## config.mk

```make
export PLATFORM = sky130hd
export DESIGN_NAME = seq_mul_unit
export DESIGN_NICKNAME = d
export VERILOG_FILES = /design/src/rtl/mul_pkg.sv /design/src/rtl/seq_mul_unit_adder.sv /design/src/rtl/seq_mul_unit.sv
export SDC_FILE = /design/constraint.sdc
export NUM_CORES = 1
export LEC_CHECK = 0
export CAP_MARGIN = 15
export CORE_ASPECT_RATIO = 0.8
export CORE_UTILIZATION = 64
export DETAILED_ROUTE_END_ITERATION = 10
export PLACE_DENSITY = 0.93
export SYNTH_ARGS = -nofsm -noshare
export SYNTH_HDL_FRONTEND = slang
export SYNTH_SLANG_ARGS = --single-unit
```

## constraint.sdc

```tcl
create_clock -name Clock -period 81.5 [get_ports Clock]
set_input_delay 16.3 -clock Clock [delete_from_list [all_inputs] [get_ports Clock]]
set_output_delay 16.3 -clock Clock [all_outputs]
set_load 0.02 [all_outputs]
```

## src/rtl/mul_pkg.sv

```systemverilog
// mul_pkg: shared op/state encodings and default width for seq_mul_unit.
package mul_pkg;
  localparam int XLEN_DEF = 32;
  localparam logic [1:0] MUL_OP_MUL    = 2'b00;
  localparam logic [1:0] MUL_OP_MULH   = 2'b01;
  localparam logic [1:0] MUL_OP_MULHSU = 2'b10;
  localparam logic [1:0] MUL_OP_MULHU  = 2'b11;
  localparam logic [1:0] S_IDLE = 2'd0;
  localparam logic [1:0] S_BUSY = 2'd1;
  localparam logic [1:0] S_FIX  = 2'd2;
  localparam logic [1:0] S_DONE = 2'd3;
endpackage

```

## src/rtl/seq_mul_unit_adder.sv

```systemverilog
// seq_mul_unit_adder: n-bit ripple-carry adder; carry-out is not needed by the multiplier.
module seq_mul_unit_adder #(
  parameter int n = 64
) (
  input  logic [n-1:0] a,
  input  logic [n-1:0] b,
  input  logic         ci,
  output logic [n-1:0] s
);
  logic c;
  always_comb begin
    c = ci;
    s = '0;
    for (int i = 0; i < n; i++) begin
      s[i] = a[i] ^ b[i] ^ c;
      c    = (a[i] & b[i]) | (c & (a[i] ^ b[i]));
    end
  end
endmodule

```

## src/rtl/seq_mul_unit.sv

```systemverilog
// seq_mul_unit: iterative shift-and-add RV32M MUL/MULH/MULHSU/MULHU unit.
// Optional SEQ_MUL_EARLY_TERM_EN ends the BUSY phase once the multiplier is exhausted.
module seq_mul_unit
  import mul_pkg::*;
#(
  parameter int XLEN = XLEN_DEF
) (
  input  logic            Clock,
  input  logic            ResetN,
  input  logic            InValid,
  output logic            InReady,
  input  logic [1:0]      Op,
  input  logic [XLEN-1:0] A,
  input  logic [XLEN-1:0] B,
  output logic            OutValid,
  input  logic            OutReady,
  output logic [XLEN-1:0] Result
);
  localparam int CW = $clog2(XLEN) + 1;
  localparam logic [CW-1:0] LAST = CW'(XLEN - 1);
  logic [1:0]        state, op;
  logic [2*XLEN-1:0] mcand, acc, add_a, add_b, sum;
  logic [XLEN-1:0]   mplier, abs_a, abs_b, result;
  logic [CW-1:0]     count;
  logic              neg, neg_a, neg_b, out_valid, early, fix;
  assign neg_a   = A[XLEN-1] & (Op == MUL_OP_MULH | Op == MUL_OP_MULHSU);
  assign neg_b   = B[XLEN-1] & (Op == MUL_OP_MULH);
  assign abs_a   = neg_a ? -A : A;
  assign abs_b   = neg_b ? -B : B;
  // FIX reuses the accumulator adder as a two's-complement negator
  assign fix     = state == S_FIX;
  assign add_a   = fix ? ~acc : acc;
  assign add_b   = fix ? '0 : mcand;
`ifdef SEQ_MUL_EARLY_TERM_EN
  assign early   = mplier == '0;
`else
  assign early   = 1'b0;
`endif
  assign InReady  = state == S_IDLE;
  assign OutValid = out_valid;
  assign Result   = result;
  seq_mul_unit_adder #(.n(2*XLEN)) u_full_adder_n (
    .a(add_a), .b(add_b), .ci(fix), .s(sum)
  );
  always_ff @(posedge Clock or negedge ResetN) begin
    if (!ResetN) begin
      state     <= S_IDLE;
      op        <= '0;
      mcand     <= '0;
      mplier    <= '0;
      acc       <= '0;
      neg       <= 1'b0;
      count     <= '0;
      out_valid <= 1'b0;
      result    <= '0;
    end else begin
      case (state)
        S_IDLE: if (InValid) begin
          op     <= Op;
          mcand  <= {{XLEN{1'b0}}, abs_a};
          mplier <= abs_b;
          acc    <= '0;
          neg    <= neg_a ^ neg_b;
          count  <= '0;
          state  <= S_BUSY;
        end
        S_BUSY: if (early) state <= S_FIX;
        else begin
          if (mplier[0]) acc <= sum;
          mcand  <= mcand << 1;
          mplier <= mplier >> 1;
          count  <= count + 1'b1;
          if (count == LAST) state <= S_FIX;
        end
        S_FIX: begin
          if (neg) acc <= sum;
          state <= S_DONE;
        end
        default: if (!out_valid) begin
          out_valid <= 1'b1;
          result    <= op == MUL_OP_MUL ? acc[XLEN-1:0] : acc[2*XLEN-1:XLEN];
        end else if (OutReady) begin
          out_valid <= 1'b0;
          state     <= S_IDLE;
        end
      endcase
    end
  end
endmodule

```

* Word level (Yosys, flattened, before mapping)
Index checks and enable logic that the tools add are counted.
Widths: inputs -> output; s select.
** Cells by class
- Muxes and demuxes :: 22
- Bitwise operators :: 324
- Reduce and logical (&&, ||, !) cells :: 12
- Add/subtract/negate cells :: 3
- Equality and inequality tests :: 9
** Operator list (number)
- $mux 64 :: 6
- $pmux 64 s3 :: 1
- $xor 1x1->1 :: 129
- $and 1x1->1 :: 128
- $mux 32 :: 4
- $pmux 64 s2 :: 1
- $neg 32->32 :: 2
- $not 64->64 :: 1
- $or 1x1->1 :: 64
- $pmux 32 s2 :: 1
- $pmux 6 s2 :: 1
- $mux 2 :: 4
- $ne 2x2->1 const B :: 4
- $reduce_and 4->1 :: 2
- $reduce_bool 4->1 :: 2
- $add 6x1->6 const B :: 1
- $eq 6x5->1 const B :: 1
- $mux 6 :: 1
- $pmux 2 s3 :: 1
- $reduce_and 2->1 :: 3
- $eq 2x1->1 const B :: 2
- $eq 2x2->1 const B :: 2
- $logic_not 2->1 :: 2
- $reduce_bool 3->1 :: 1
- other kinds (4) :: 6
** Word-level totals
- Bits in registers :: 204
- Logic and storage cells :: 379

* Logic depth before layout (Yosys ltp)
- Depth after elaboration :: 132
- Depth in mapped cells :: 74
- Gate-level depth less buffers :: 71

* Hierarchy
From an unflattened synthesis, not the netlist that was laid out.
** Second synthesis, totals
- Cells, all modules :: 1288
- Area, all modules :: 12524.5 µm²
** By module, submodules not included
- seq_mul_unit :: instances 1, area each 11220.8 µm², cells an instance 1219
- seq_mul_unit_adder :: instances 1, area each 1303.8 µm², cells an instance 69

* Least setup slack after synthesis
Ideal clock, no wire load.
- Path kind :: flip-flop to flip-flop
- From :: register state[0]
- To :: register acc[63]
- Buffers on the path :: 3
- Required time :: 81.417 ns
- Library setup time :: 0.083 ns
- Stages on the path, launching flop included :: 75
- Period minus slack after synthesis :: 25.714 ns
- Data arrival time :: 25.632 ns
- Setup slack :: 55.786 ns
- Cell sequence :: dfrtp_1 -> inv_1 -> ha_1 -> clkbuf_1 -> clkbuf_1 -> clkbuf_1 -> mux2i_1 -> fa_1 -> fa_1 -> fa_1 -> fa_1 -> fa_1 -> fa_1 -> fa_1 -> fa_1 -> fa_1 -> fa_1 -> fa_1 -> [... 39 more ...] -> fa_1 -> fa_1 -> fa_1 -> fa_1 -> fa_1 -> fa_1 -> fa_1 -> fa_1 -> fa_1 -> fa_1 -> inv_1 -> fa_1 -> inv_1 -> fa_1 -> xor2_1 -> nor3_1 -> a21oi_1 -> o21ai_0
** On the way
- Cells in the longest elaborated chain, start to end :: 132
** RTL lines
- start, declared :: line seq_mul_unit.sv:21 : logic [1:0] state, op;
- start signal, assigned :: line seq_mul_unit.sv:47 : state <= S_IDLE;
- start signal, assigned :: line seq_mul_unit.sv:65 : state <= S_BUSY;
- start signal, assigned :: line seq_mul_unit.sv:67 : S_BUSY: if (early) state <= S_FIX;
- $eq 2x2->1 :: line seq_mul_unit.sv:31, seq_mul_unit.sv:57
- $mux 64, on equally long branches :: line seq_mul_unit.sv:32, seq_mul_unit.sv:33
- $xor 1x1->1 :: line seq_mul_unit_adder.sv:16 : c = (a[i] & b[i]) | (c & (a[i] ^ b[i]));
- $and 1x1->1 :: line seq_mul_unit_adder.sv:16
- $or 1x1->1 :: line seq_mul_unit_adder.sv:16
- $and 1x1->1 :: line seq_mul_unit_adder.sv:16
- $or 1x1->1 :: line seq_mul_unit_adder.sv:16
- $and 1x1->1 :: line seq_mul_unit_adder.sv:16
- [... 116 more ...]
- $or 1x1->1 :: line seq_mul_unit_adder.sv:16
- $and 1x1->1 :: line seq_mul_unit_adder.sv:16
- $or 1x1->1 :: line seq_mul_unit_adder.sv:16
- $and 1x1->1 :: line seq_mul_unit_adder.sv:16
- $or 1x1->1 :: line seq_mul_unit_adder.sv:16
- $xor 1x1->1 :: line seq_mul_unit_adder.sv:15 : s[i] = a[i] ^ b[i] ^ c;
- $mux 64, on equally long branches :: line seq_mul_unit.sv:76, seq_mul_unit.sv:69
- $pmux 64 s3 :: line seq_mul_unit.sv:57 : case (state)
- end signal, assigned :: line seq_mul_unit.sv:69 : if (mplier[0]) acc <= sum;
- end signal, assigned :: line seq_mul_unit.sv:76 : if (neg) acc <= sum;
- end, declared :: line seq_mul_unit.sv:22 : logic [2*XLEN-1:0] mcand, acc, add_a, add_b, sum;
Parallel ways exist; a longest one is shown, timed or not. The select of a mux whose other input is x is not followed.
A chain may end at the register's enable or synchronous reset.

* Worst setup path after layout
Ends and elaborated chain as after synthesis.

==> flow_results.org <==
** Timing
- Setup clock skew after layout :: 18.65 ps
- Number of failing setup endpoints in the final timing report :: 0
- The smallest clock period supported by the final layout is computed as 26,600 ps.
- Setup repair after global routing missed its margin :: false
- For the final routed database, the setup TNS stands at 0 ps.
- Relative slew slack :: 0.3170
- Final hold viol count :: 0
- Tightest Pin Transition :: 1025 ps
- Based on the critical path, the design can be clocked at up to 37.60 MHz.
- Final-report max-slew violation count :: 0
- Final critical-path share of the clock period :: 0.3263

** Floorplanning
- The die covers 19,710 µm².
- Chip height :: 125.8 µm
- In this run the horizontal extent of the chip is 156.7 µm.
- The floorplan has 44 rows.
- After floorplanning, the core was sized to cover 18,440 µm².
- 104 I/O pins were placed.
- Starting Density :: 0.6647

** Hold path
- The tightest min-delay check is of the reg -> reg type.

** Outcome
- The flow ran to the end, and the final reports show no timing, DRC or antenna violations.

** Yosys
- Most frequently used flop master after synthesis :: dfrtp_1
- Of the post-synthesis cell area, the dominant cell type holds 0.4165.
- Syn Area/Cell :: 9.736 µm²
- Yosys mapped the design onto 53 distinct sky130hd cell types.
- Counting flops with an async set or reset pin after synthesis yields a share of 1.000.
- By area the synthesized netlist is led by dfrtp_1, fa_1, xor2_1, nand2_1, mux2i_1.
- Syn Inst Count :: 1,259
- The commonest cells after synthesis are dfrtp_1, nand2_1, o21ai_0, xor2_1, clkbuf_1.
- dfrtp_1 takes more of the synthesized area than any other cell.
- Post-Synthesis Cell Area :: 12,260 µm²
- Synthesized netlist net count :: 1,399
- Part of the Yosys area used for sequential elements :: 0.4165
- Counting flops with a built-in enable in the synthesized netlist gives 0.
- Yosys printed 0 warnings.
- Most common cell in the synthesized netlist :: dfrtp_1
- The synthesized design contains 204 register bits.

** Pwr
- VDD IR-drop max :: 0.06529 mV
- Proportion of power drawn by the clock network :: 0.172
- Reported net switching power :: 259.9 µW
- For this design the ratio of total power to cell area is 40.26 nW/µm².
- Proportion of power drawn by flip-flops and latches :: 0.288
- Net switching share of the total power :: 0.4570
- Internal power :: 308.8 µW
- The analysis attributes to cell leakage a power of 0.006382 µW.
- Of the total power, combinational logic draws 0.540.

** Detailed routing
- Detailed-router iteration count before antenna repair :: 5
- Vias per cell :: 6.352
- After detailed routing, the number of remaining DRC violations is 0.
- The routed layout has 10.02k vias.
- Antenna Violating Nets Remaining :: 0
- The routed design uses 15.32 mm of met2 wire.
- After detailed routing, the wire length on met1 is 12.50 mm.
- Average routed wire per standard cell :: 19.59 µm
- Top sig layer :: met4
- Wire length on met3 :: 2.153 mm
- For this block, the initial DRC count from the detailed router was 1,141.
- Routed wire length :: 30.92 mm

** GRT
- Maximum number of pins on one net before global-route repair :: 130
- The first global-routing pass estimated 50.94 mm of wire.
- The initial antenna violation count was 0.
- Global-route total usage across every layer :: 0.3258
- The total overflow left after global routing is 0.
- The number of global-route vias before repair was 9,969.

** Placement
- Counting tap cells, the placed design contains a total of 1,541 instances.
- Routability-driven placement finished with a final weighted congestion of 0.8805.
- Detailed placement ended at an HPWL of 19.80 mm.
- Port-buffer cells :: 103

** Setup path
- In this design, the largest share of critical-path delay is due to adder cells.
- STA classifies the critical path endpoint as a flop.
- Slowest cell on the critical path :: ha_4
- Most common cell type on the critical path :: fa_1
- In this run the worst path has a maximum fanout of 55.
- The worst setup path is launched from a flop.
- Count of buffer and inverter cells on the critical path :: 3
- Type of the worst setup path :: reg -> reg
- Highest cell delay on the worst timing path :: 610 ps
- At the worst endpoint, the required time is 81,870 ps.
- Worst path arrival time :: 26,970 ps

** Clock tree
- Clock latency on the worst-skew pair, taken at its later pin, is 510 ps.
- TritonCTS built the clock tree.
- CTS saw 204 sinks.
- TritonCTS buffer count :: 21
- Quantity of gates resized following cts :: 0
- Root buffer selected by CTS :: clkbuf_16
- Max Buffers Root-to-Sink :: 3
- The number of hold buffers added after CTS was 0.
- Clock-pin slew was measured on the worst setup and hold paths at 60 ps.
- CTS built an H-tree with a depth of 1.
- In this run the post-CTS setup repair buffer count came out at 0.

** Flow run
- Max Cap Violations :: 0

** Finish
- The repair_antennas step left the layout with diodes totalling 0.
- Area added between synthesis and finish :: 15.26%
- In the final layout, the share of cells above drive strength 1 is 0.05283.
- The net count of the finished layout is 1,452.
- Finished Layout Cells :: 1,578
metal layers:
layer  vias up  GRT usage
li1       4433          -
met1      4973     0.4483
met2       512     0.5357
met3       105    0.04818
met4         0     0.1038
met5         -          0
worst paths after layout:
kind	from	endpoint	slack, ps	cells past startpoint
min reg2reg	Result[7]$_DFFE_PN0P_	Result[7]$_DFFE_PN0P_	480	2
max in group asynchronous	ResetN	mcand[33]$_DFFE_PN0P_	63900	2
min	Result[7]$_DFFE_PN0P_	Result[7]$_DFFE_PN0P_	480	2
min in group asynchronous	ResetN	Result[3]$_DFFE_PN0P_	15960	1
max reg2reg	state[0]$_DFFE_PN0P_	acc[63]$_DFFE_PN0P_	54900	71
max	state[0]$_DFFE_PN0P_	acc[63]$_DFFE_PN0P_	54900	71
stage by stage:
step                setup slack [ps]  power [µW]  area (µm²)  hold WS, ps    util
CTS                            54990       565.4       14110        486.1  0.7650
global placement               55580       442.0       13420        453.3  0.7277
finish                         54900       568.8       14130        480.8  0.7661
global route                   54190       610.5       14130        507.2  0.7661
detailed placement             55150       461.1       13420        469.6  0.7277
floorplan                      55790       374.1       12260        441.2       -
cell usage in the layout (no fill, tap or decap), drive strengths merged, types with 13 or more instances in the layout:
cell,Yosys,final
a21oi,64,64
a22o,33,33
a31oi,17,17
buf,10,13
clkbuf,76,31
clkdlybuf4s50,0,102
dfrtp,204,204
fa,62,62
inv,22,22
mux2i,47,47
nand2,191,191
nand3,65,65
nand3b,23,23
nor2,40,40
nor2b,65,65
nor3,14,14
o21ai,94,94
xnor2,39,39
xor2,83,83
worst min-delay path: cells and delay by family (launching register included):
family	cells	cell delay, ps
AOI/OAI and AO/OA	1	60
DFF	1	340
and+or+nand+nor	1	50
registers in the layout, indices dropped and copies added, names as in the netlist:
register	count
Result	32
OutValid	1
acc	64
state	2
mcand	64
neg	1
op	2
count	6
mplier	32
cell type report:
type,instances,area [µm²]
clock buffers,30,599.3
clock inverters,6,87.58
fillers,1118,4314
inverters,22,82.58
multi-input cells,947,6793
flip-flops and latches,204,5105
well taps,253,316.6
repair buffers,116,1145
power by group through the flow:
stage	Combinational (µW)	Sequential, µW	Clock, µW
final	307	164	97.7
after global routing	341	167	102
after CTS	304	163	98.3
after detailed placement	297	164	0
after global placement	280	162	0
after floorplan	211	163	0
cell families after synthesis:
group                      synth area share
adders and majority gates            0.1094
AOI/OAI and AO/OA                    0.1257
muxes                               0.04113
DFF                                  0.4165
buffers and inverters               0.03338
xor gates and xnor gates            0.08717
and+or+nand+nor                      0.1868
No activity file was read; power rests on OpenSTA's default activity.
